## src/rtl/muldiv_pkg.sv

```systemverilog
// Shared definitions for the iterative HI/LO multiply/divide unit:
// operation encodings, the control state set and small operation classifiers.
package muldiv_pkg;

    // Operation codes as presented on the Op port.
    typedef enum logic [2:0] {
        OP_MULTU = 3'b000,
        OP_MULT  = 3'b001,
        OP_DIVU  = 3'b010,
        OP_DIV   = 3'b011,
        OP_MADDU = 3'b100,
        OP_MADD  = 3'b101,
        OP_MSUBU = 3'b110,
        OP_MSUB  = 3'b111
    } op_e;

    // Control sequence of one operation.
    typedef enum logic [1:0] {
        IDLE = 2'd0,
        PREP = 2'd1,
        ITER = 2'd2,
        FIX  = 2'd3
    } state_e;

    // True for the two divide operations.
    function automatic logic op_is_div(input op_e op);
        return (op == OP_DIVU) || (op == OP_DIV);
    endfunction

    // True when operands are two's-complement and results need sign fix-up.
    function automatic logic op_is_signed(input op_e op);
        return op inside {OP_MULT, OP_DIV, OP_MADD, OP_MSUB};
    endfunction

    // True when the product is folded into the existing {HI,LO}.
    function automatic logic op_is_acc(input op_e op);
        return op inside {OP_MADDU, OP_MADD, OP_MSUBU, OP_MSUB};
    endfunction

    // True when the product is subtracted from {HI,LO}.
    function automatic logic op_is_sub(input op_e op);
        return (op == OP_MSUBU) || (op == OP_MSUB);
    endfunction

endpackage

```

## src/rtl/muldiv_divstep.sv

```systemverilog
// One restoring-division step: bring the next dividend bit into the partial
// remainder, subtract the divisor if it fits, and report the quotient bit.
module muldiv_divstep
    import muldiv_pkg::*;
#(
    parameter int WIDTH = 32
) (
    input  logic [WIDTH:0]   rem_in,
    input  logic             next_bit,
    input  logic [WIDTH-1:0] divisor,
    output logic [WIDTH:0]   rem_out,
    output logic             q_bit
);

    // Trial value is one bit wider than the remainder so the shift never loses data.
    logic [WIDTH+1:0] trial;

    // Trial subtract and restore.
    always_comb begin
        // NOTE: combinational blocks use blocking (=) so each line sees the
        // value computed just above it; clocked blocks use <= so every flop
        // samples the pre-edge values of its neighbours.
        trial   = {rem_in, next_bit};
        q_bit   = (trial >= {2'b00, divisor});
        rem_out = q_bit ? (WIDTH+1)'(trial - {2'b00, divisor}) : trial[WIDTH:0];
    end

endmodule

```

## src/rtl/muldiv_iter.sv

```systemverilog
// Multi-cycle HI/LO multiply/divide unit. A radix-2 engine handles one
// operand bit per cycle: shift-add for multiply, restoring for divide.
// Signed operations run on magnitudes and are sign-corrected in the final cycle.
module muldiv_iter
    import muldiv_pkg::*;
#(
    parameter int WIDTH = 32
) (
    input  logic             Clk,
    input  logic             Rst,
    input  logic [WIDTH-1:0] D1,
    input  logic [WIDTH-1:0] D2,
    input  logic [2:0]       Op,
    input  logic             Start,
    input  logic             We,
    input  logic             HiLo,
    input  logic             Flush,
    output logic             Busy,
    output logic             Done,
    output logic             DivZero,
    output logic [WIDTH-1:0] HI,
    output logic [WIDTH-1:0] LO
);

    localparam int CNT_W = $clog2(WIDTH) + 1;

    // Control.
    state_e             state_q;
    state_e             state_d;
    logic               accept;
    logic [CNT_W-1:0]   cnt_q;

    // Operation captured at Start.
    op_e                op_q;
    logic [WIDTH-1:0]   a_q;
    logic [WIDTH-1:0]   b_q;

    // Engine state.
    logic [WIDTH-1:0]   mag_a_q;     // multiplicand / dividend magnitude
    logic [WIDTH-1:0]   mag_b_q;     // divisor magnitude
    logic [2*WIDTH-1:0] acc_q;       // multiply accumulator; low half is dividend/quotient on divide
    logic [WIDTH:0]     rem_q;       // divide partial remainder
    logic               neg_res_q;   // negate product / quotient at the end
    logic               neg_rem_q;   // negate remainder at the end

    // Combinational helpers.
    logic [WIDTH-1:0]   mag_a;
    logic [WIDTH-1:0]   mag_b;
    logic [WIDTH:0]     mul_sum;
    logic [WIDTH:0]     rem_next;
    logic               q_bit;
    logic [2*WIDTH-1:0] prod;
    logic [2*WIDTH-1:0] fix_val;
    logic [WIDTH-1:0]   quo;
    logic [WIDTH-1:0]   rmd;
    logic               fix_div_zero;

    // A Start only launches from IDLE, and loses to Flush and to a register write.
    assign accept = (state_q == IDLE) && Start && !We && !Flush;

    // Busy covers the Start cycle itself so the pipeline stalls without a bubble.
    assign Busy = (state_q != IDLE) || Start;

    // Operand magnitudes; MIN stays MIN, which reads correctly as unsigned.
    assign mag_a = (op_is_signed(op_q) && a_q[WIDTH-1]) ? -a_q : a_q;
    assign mag_b = (op_is_signed(op_q) && b_q[WIDTH-1]) ? -b_q : b_q;

    // Shift-add: add the multiplicand into the upper half when the multiplier LSB is set.
    assign mul_sum = {1'b0, acc_q[2*WIDTH-1:WIDTH]} + (acc_q[0] ? {1'b0, mag_a_q} : '0);

    muldiv_divstep #(
        .WIDTH (WIDTH)
    ) u_divstep (
        .rem_in   (rem_q),
        .next_bit (acc_q[WIDTH-1]),
        .divisor  (mag_b_q),
        .rem_out  (rem_next),
        .q_bit    (q_bit)
    );

    // Final-cycle result: sign correction, accumulate, divide-by-zero override.
    always_comb begin
        prod         = neg_res_q ? -acc_q : acc_q;
        quo          = neg_res_q ? -acc_q[WIDTH-1:0] : acc_q[WIDTH-1:0];
        rmd          = neg_rem_q ? -rem_q[WIDTH-1:0] : rem_q[WIDTH-1:0];
        fix_val      = prod;
        fix_div_zero = 1'b0;
        if (op_is_div(op_q)) begin
            if (mag_b_q == '0) begin
                fix_val      = {a_q, {WIDTH{1'b1}}};
                fix_div_zero = 1'b1;
            end else begin
                fix_val = {rmd, quo};
            end
        end else if (op_is_sub(op_q)) begin
            fix_val = {HI, LO} - prod;
        end else if (op_is_acc(op_q)) begin
            fix_val = {HI, LO} + prod;
        end
    end

    // State register.
    always_ff @(posedge Clk or posedge Rst) begin
        if (Rst) begin
            state_q <= IDLE;
        end else begin
            state_q <= state_d;
        end
    end

    // Next-state logic; Flush returns to IDLE from anywhere.
    always_comb begin
        // NOTE: state_d gets its default before any branch, so no path leaves
        // it unassigned and no latch is inferred.
        state_d = state_q;
        if (Flush) begin
            state_d = IDLE;
        end else begin
            case (state_q)
                IDLE:    if (accept) state_d = PREP;
                PREP:    state_d = ITER;
                ITER:    if (cnt_q == CNT_W'(1)) state_d = FIX;
                FIX:     state_d = IDLE;
                default: state_d = IDLE;
            endcase
        end
    end

    // Datapath, HI/LO and status flags.
    always_ff @(posedge Clk or posedge Rst) begin
        if (Rst) begin
            // NOTE: every datapath flop is in the async reset; there is no RAM
            // array here, so nothing is left holding stale data after Rst.
            op_q      <= OP_MULTU;
            a_q       <= '0;
            b_q       <= '0;
            mag_a_q   <= '0;
            mag_b_q   <= '0;
            acc_q     <= '0;
            rem_q     <= '0;
            cnt_q     <= '0;
            neg_res_q <= 1'b0;
            neg_rem_q <= 1'b0;
            HI        <= '0;
            LO        <= '0;
            Done      <= 1'b0;
            DivZero   <= 1'b0;
        end else begin
            Done <= 1'b0;
            if (!Flush) begin
                // mthi/mtlo takes effect at once, even while an operation runs.
                if (We) begin
                    if (HiLo) begin
                        HI <= D1;
                    end else begin
                        LO <= D1;
                    end
                end

                case (state_q)
                    IDLE: begin
                        if (accept) begin
                            op_q    <= op_e'(Op);
                            a_q     <= D1;
                            b_q     <= D2;
                            DivZero <= 1'b0;
                        end
                    end
                    PREP: begin
                        mag_a_q   <= mag_a;
                        mag_b_q   <= mag_b;
                        neg_res_q <= op_is_signed(op_q) && (a_q[WIDTH-1] ^ b_q[WIDTH-1]);
                        neg_rem_q <= op_is_signed(op_q) && a_q[WIDTH-1];
                        acc_q     <= op_is_div(op_q) ? {{WIDTH{1'b0}}, mag_a}
                                                     : {{WIDTH{1'b0}}, mag_b};
                        rem_q     <= '0;
                        cnt_q     <= CNT_W'(WIDTH);
                    end
                    ITER: begin
                        cnt_q <= cnt_q - CNT_W'(1);
                        if (op_is_div(op_q)) begin
                            acc_q <= {acc_q[2*WIDTH-1:WIDTH], acc_q[WIDTH-2:0], q_bit};
                            rem_q <= rem_next;
                        end else begin
                            acc_q <= {mul_sum, acc_q[WIDTH-1:1]};
                        end
                    end
                    FIX: begin
                        // A register write landing on this same edge is kept
                        // in place of the result.
                        if (!We) begin
                            HI <= fix_val[2*WIDTH-1:WIDTH];
                            LO <= fix_val[WIDTH-1:0];
                        end
                        if (fix_div_zero) begin
                            DivZero <= 1'b1;
                        end
                        Done <= 1'b1;
                    end
                    default: ;
                endcase
            end
        end
    end

endmodule

```

## config.mk

```make
export PLATFORM = sky130hd
export DESIGN_NAME = muldiv_iter
export DESIGN_NICKNAME = d
export VERILOG_FILES = /design/src/rtl/muldiv_pkg.sv /design/src/rtl/muldiv_divstep.sv /design/src/rtl/muldiv_iter.sv
export SDC_FILE = /design/constraint.sdc
export NUM_CORES = 2
export LEC_CHECK = 0
export ABC_AREA = 1
export BUFFER_PORTS_ARGS = -buffer_cell sky130_fd_sc_hd__buf_4
export CORE_ASPECT_RATIO = 1.75
export CORE_MARGIN = 1.5
export CORE_UTILIZATION = 28
export CTS_CLUSTER_DIAMETER = 60
export DETAILED_ROUTE_END_ITERATION = 7
export RECOVER_POWER = 50
export SLEW_MARGIN = 30
export SYNTH_ARGS = -nofsm -noshare
export SYNTH_HDL_FRONTEND = slang
export SYNTH_SLANG_ARGS = --single-unit
```

## constraint.sdc

```tcl
create_clock -name Clk -period 14.78 [get_ports Clk]
set_input_delay 2.956 -clock Clk [delete_from_list [all_inputs] [get_ports Clk]]
set_output_delay 2.956 -clock Clk [all_outputs]
set_load 0.1 [all_outputs]
```

* Word-level counts from Yosys, hierarchy flattened
Cells that the tools add are included.
Storage, ports and cells: output and inout bits 67, register bits after elaboration 304, input port bits 73, word-level logic and storage cells 107
Cells by class: order comparisons 1, multiplexer cells 36, add/subtract/negate cells 10, equality and inequality tests 17, bitwise logic cells 2, reductions and logical operators 25
Operator list (number):
- $mux 32 | 14
- $mux 64 | 6
- $neg 32->32 | 4
- $pmux 64 s2 | 1
- $mux 33 | 2
- $pmux 33 s2 | 1
- $add 64x64->64 | 1
- $neg 64->64 | 1
- $sub 64x64->64 | 1
- $ge 34x32->1 | 1
- $add 32x32->33 | 1
- $sub 33x32->33 | 1
- $logic_not 32->1 | 1
- $eq 3x3->1 const B | 4
- $pmux 6 s2 | 1
- $reduce_and 3->1 | 3
- $ne 2x2->1 const B | 4
- $pmux 2 s4 | 1
- $reduce_bool 4->1 | 2
- $eq 3x2->1 const B | 2
- $eq 6x1->1 const B | 1
- $logic_and 1x1->1 | 6
- $mux 1 | 6
- $mux 2 | 3
- 14 further kinds | 23

* Depth between registers and ports, before layout
depth after elaboration 8, gate-level depth with buffers 32, depth with buffers taken out 31

* Modules after synthesis
Synthesis repeated with hierarchy kept, for this count alone.
Second synthesis, totals: cells, all modules 5585, area, all modules 33902.5 µm²
By module, submodules not included:
- muldiv_iter | times used 1, sequential area each 7607.3 µm², cells each 4888, area each 30624.4 µm²
- muldiv_divstep | times used 1, sequential area each 0.0 µm², cells each 697, area each 3278.1 µm²

* Worst setup path after synthesis
OpenSTA, ideal clock, no wires.
path type input -> output, start input Start, end output Busy, data required time 11.824 ns, data arrival time 3.628 ns, path buffers 0, path slack 8.196 ns, stages on the path 2, cells stage by stage inv_1 -> nand2_1
Between the ends: word-level cells in the longest chain between the ends 1
RTL lines:
- start, declared | RTL line muldiv_iter.sv:14 | input logic Start,
- $logic_or 1x1->1 | RTL line muldiv_iter.sv:62 | assign Busy = (state_q != IDLE) || Start;
- end, declared | RTL line muldiv_iter.sv:18 | output logic Busy,
Every way passes these cells.

* Final worst setup path
start input Flush, end register rem_q[28]
Between the ends: word-level cells in the longest chain between the ends 2
RTL lines:
- start, declared | RTL line muldiv_iter.sv:17 | input logic Flush,
- $not 1->1 (no line)
- $reduce_and 3->1 (no line)
- end signal, assigned | RTL line muldiv_iter.sv:183 | rem_q <= rem_next;
- end, declared | RTL line muldiv_iter.sv:42 | logic [WIDTH:0] rem_q;
Every way passes these cells. A chain may end at the register's enable or synchronous reset.

==> results.md <==
* Status: complete, but fails checks
* Failing checks: max-capacitance violations, max-slew violations
* GR peak layer: met2
* Clk_skew at roughly 0.049 ns
* Pin count of the biggest net entering global routing at between 100 and 150
* Initial drt markers at about 2800
* Final Net Count at approximately 5600
* Largest cells by area after synthesis: dfrtp_1, nand2_1, inv_1
* Clock Path Buffers at 3
* Synth area leader: dfrtp_1
* Most used DFF post-synth: dfrtp_1
* Die area at approximately 120000 sq um
* GR Layer Usage met1 at 0.2846
* Most common cell in the synthesized netlist: nand2_1
* Root buffer selected by CTS: clkbuf_16
* Critical path type: in2reg
* Final setup viols at 0
* Global route total overflow at 0
* M3 GR Usage at 0.04488
* Post-Syn Instances at about 5300
* Register area share after synthesis at 0.2345
* Yosys warns at 0
* Ports at between 100 and 150
* Die height at ~450 um
* Die Wd at about 260 um
* Crit path DAT at 10.80 ns
* MaxCap Viol Count at 5
* Synth Register Bits at just over 300
* Top cells by count, synth: nand2_1, inv_1, nor2_1
* H-tree depth at 2
* Port Buffer Count at between 100 and 150
* Post-Syn Nets at between 5000 and 6000
* Worst setup EP type: flop
* Synth top area share at 0.2345
* Final min period at a little over 10 ns
* Wire per inst at around 26 um
* Final hold violation count at 0
* Initial Util at 0.2817
* Synth Area per Inst at roughly 6 sq um
* Reg2reg path depth at 25
* Fmax at 97.68 MHz
* Worst hold path depth at 2
* Crit Path Max Fanout at between 70 and 80
* RSZ-0062 raised after global routing: false
* Number of synthesized flops with an enable pin at 0
* Initial antenna violation count at 17
* Post-cts sizing count at 0
* # hold bufs at CTS at 0
* Routed vias at 36434
* Post-CTS Setup Bufs at 0
* Gr usage total at 0.3012
* First-pass GRT wire length at about 250 mm
* Critical path launch point type: input port
* Share of cells above drive strength 1 at 0.06143
* Vias in the first global route at about 36000
* Tightest Pin Transition at approximately 5.3 ns
* TritonCTS clock tree: done
* FF-to-FF setup slack at 8.51 ns
* Final period util at 0.6926
* Setup_tns at 0 ns
* Area growth from synthesis to layout at 11.49%
* Final wirelength at 179.6 mm
* Row count at between 150 and 200
* Dpl hpwl at 146.4 mm
* Distinct cells, synth at 66
* Clock insertion delay at the later pin of the skew report at 0.66 ns
* Ys async rst share at 1.000
* Clock transition at path regs at around 0.06 ns
* Mapped Area at roughly 32000 sq um
* Number of CTS-inserted buffers at 40
* Relative max-transition margin at -2.522
* Hold WC Path Type: reg2reg
* Num Clock Sinks at roughly 300
* GPL Wtd Cong at 1.079
* M2 GR Usage at 0.5381
* Req. time, crit path at roughly 15 ns
* Max-slew violation count at between 300 and 400
* DRT antenna net count at 0
* DRC at 0
* First-pass detailed-route iteration total at 8
* Vias per cell at around 5.3
* Core Area at about 120000 sq um
[worst paths after layout]
check                            start          end
max in group asynchronous          Rst       HI[26]
max reg2reg                   acc_q[1]       HI[22]
max                              Flush    rem_q[28]
min in group asynchronous          Rst       b_q[1]
min                        mag_a_q[17]  mag_a_q[17]
min reg2reg                mag_a_q[17]  mag_a_q[17]
[layout by cell type, fill, tap and decap left out, drive strengths merged, types with 31 or more instances in the layout]
cell,n
a21oi,408
a22oi,31
a31oi,67
buf,108
clkbuf,119
dfrtp,304
ha,200
inv,788
nand2,1270
nand3,348
nand4,79
nor2,570
nor3,60
o211ai,84
o21ai,470
xor2,145
[worst max-delay path, stage by stage]
cell	delay, ns
clkbuf_1	2.46
inv_1	1.66
nand2_2	0.32
clkbuf_1	2.19
a21oi_1	0.23
buf_4	0.38
inv_1	0.33
nand2_1	0.09
nand2_1	0.09
[registers in the layout, indices dropped and copies added (netlist names)]
name       count
a_q           32
neg_rem_q      1
b_q           32
rem_q         33
cnt_q          6
state_q        2
HI            32
op_q           3
mag_a_q       32
Done           1
DivZero        1
acc_q         64
LO            32
mag_b_q       32
neg_res_q      1
[metal layers]
metal / part of all wire / vias to the layer above
li1: - / 17324
met1: 0.33 / 17160
met2: 0.50 / 1370
met3: 0.052 / 572
met4: 0.13 / 8
met5: 0.00028 / -
[area by class of cell]
| cell class | instances | area (sq um) |
|---|---|---|
| Timing Repair Buffer | 179 | 1097 |
| Inverter | 789 | 2963 |
| Clock buffer | 48 | 1061 |
| Tap cell | 1503 | 1881 |
| Sequential cell | 304 | 7610 |
| Multi-Input combinational cell | 3969 | 21210 |
| Fill cell | 13010 | 79020 |
| Antenna cell | 11 | 27.53 |
| Clock inverter | 18 | 327.8 |
[kinds of logic after synthesis]
kind of cell / after synthesis / share of synthesized area
AND/OR/NAND/NOR: 2393 / 0.3120
AO/OA/AOI/OAI: 1191 / 0.2088
buffers and inverters: 980 / 0.1153
flip-flops: 304 / 0.2345
adder cells (fa/ha/maj): 204 / 0.07959
XOR/XNOR: 171 / 0.04639
multiplexers: 10 / 0.003394
[metrics by stage]
stage / hold slack, ns / cell area [sq um] / util / instances / setup slack, ns
final: 0.4808 / 36170 / 0.3140 / 6821 / 4.543
after global routing: 0.5054 / 36150 / 0.3138 / 6811 / 4.274
after CTS: 0.4843 / 36360 / 0.3156 / 6810 / 8.414
after detailed placement: 0.4675 / 34970 / 0.3036 / 6744 / 8.417
after global placement: 0.4668 / 34950 / 0.3034 / 6744 / 8.392
after floorplan: 0.4492 / 32450 / - / 5253 / 3.421
Power is left out: the tool's default activity adds up to more than one toggle a clock period on the data nets, which glitch-free logic cannot reach.
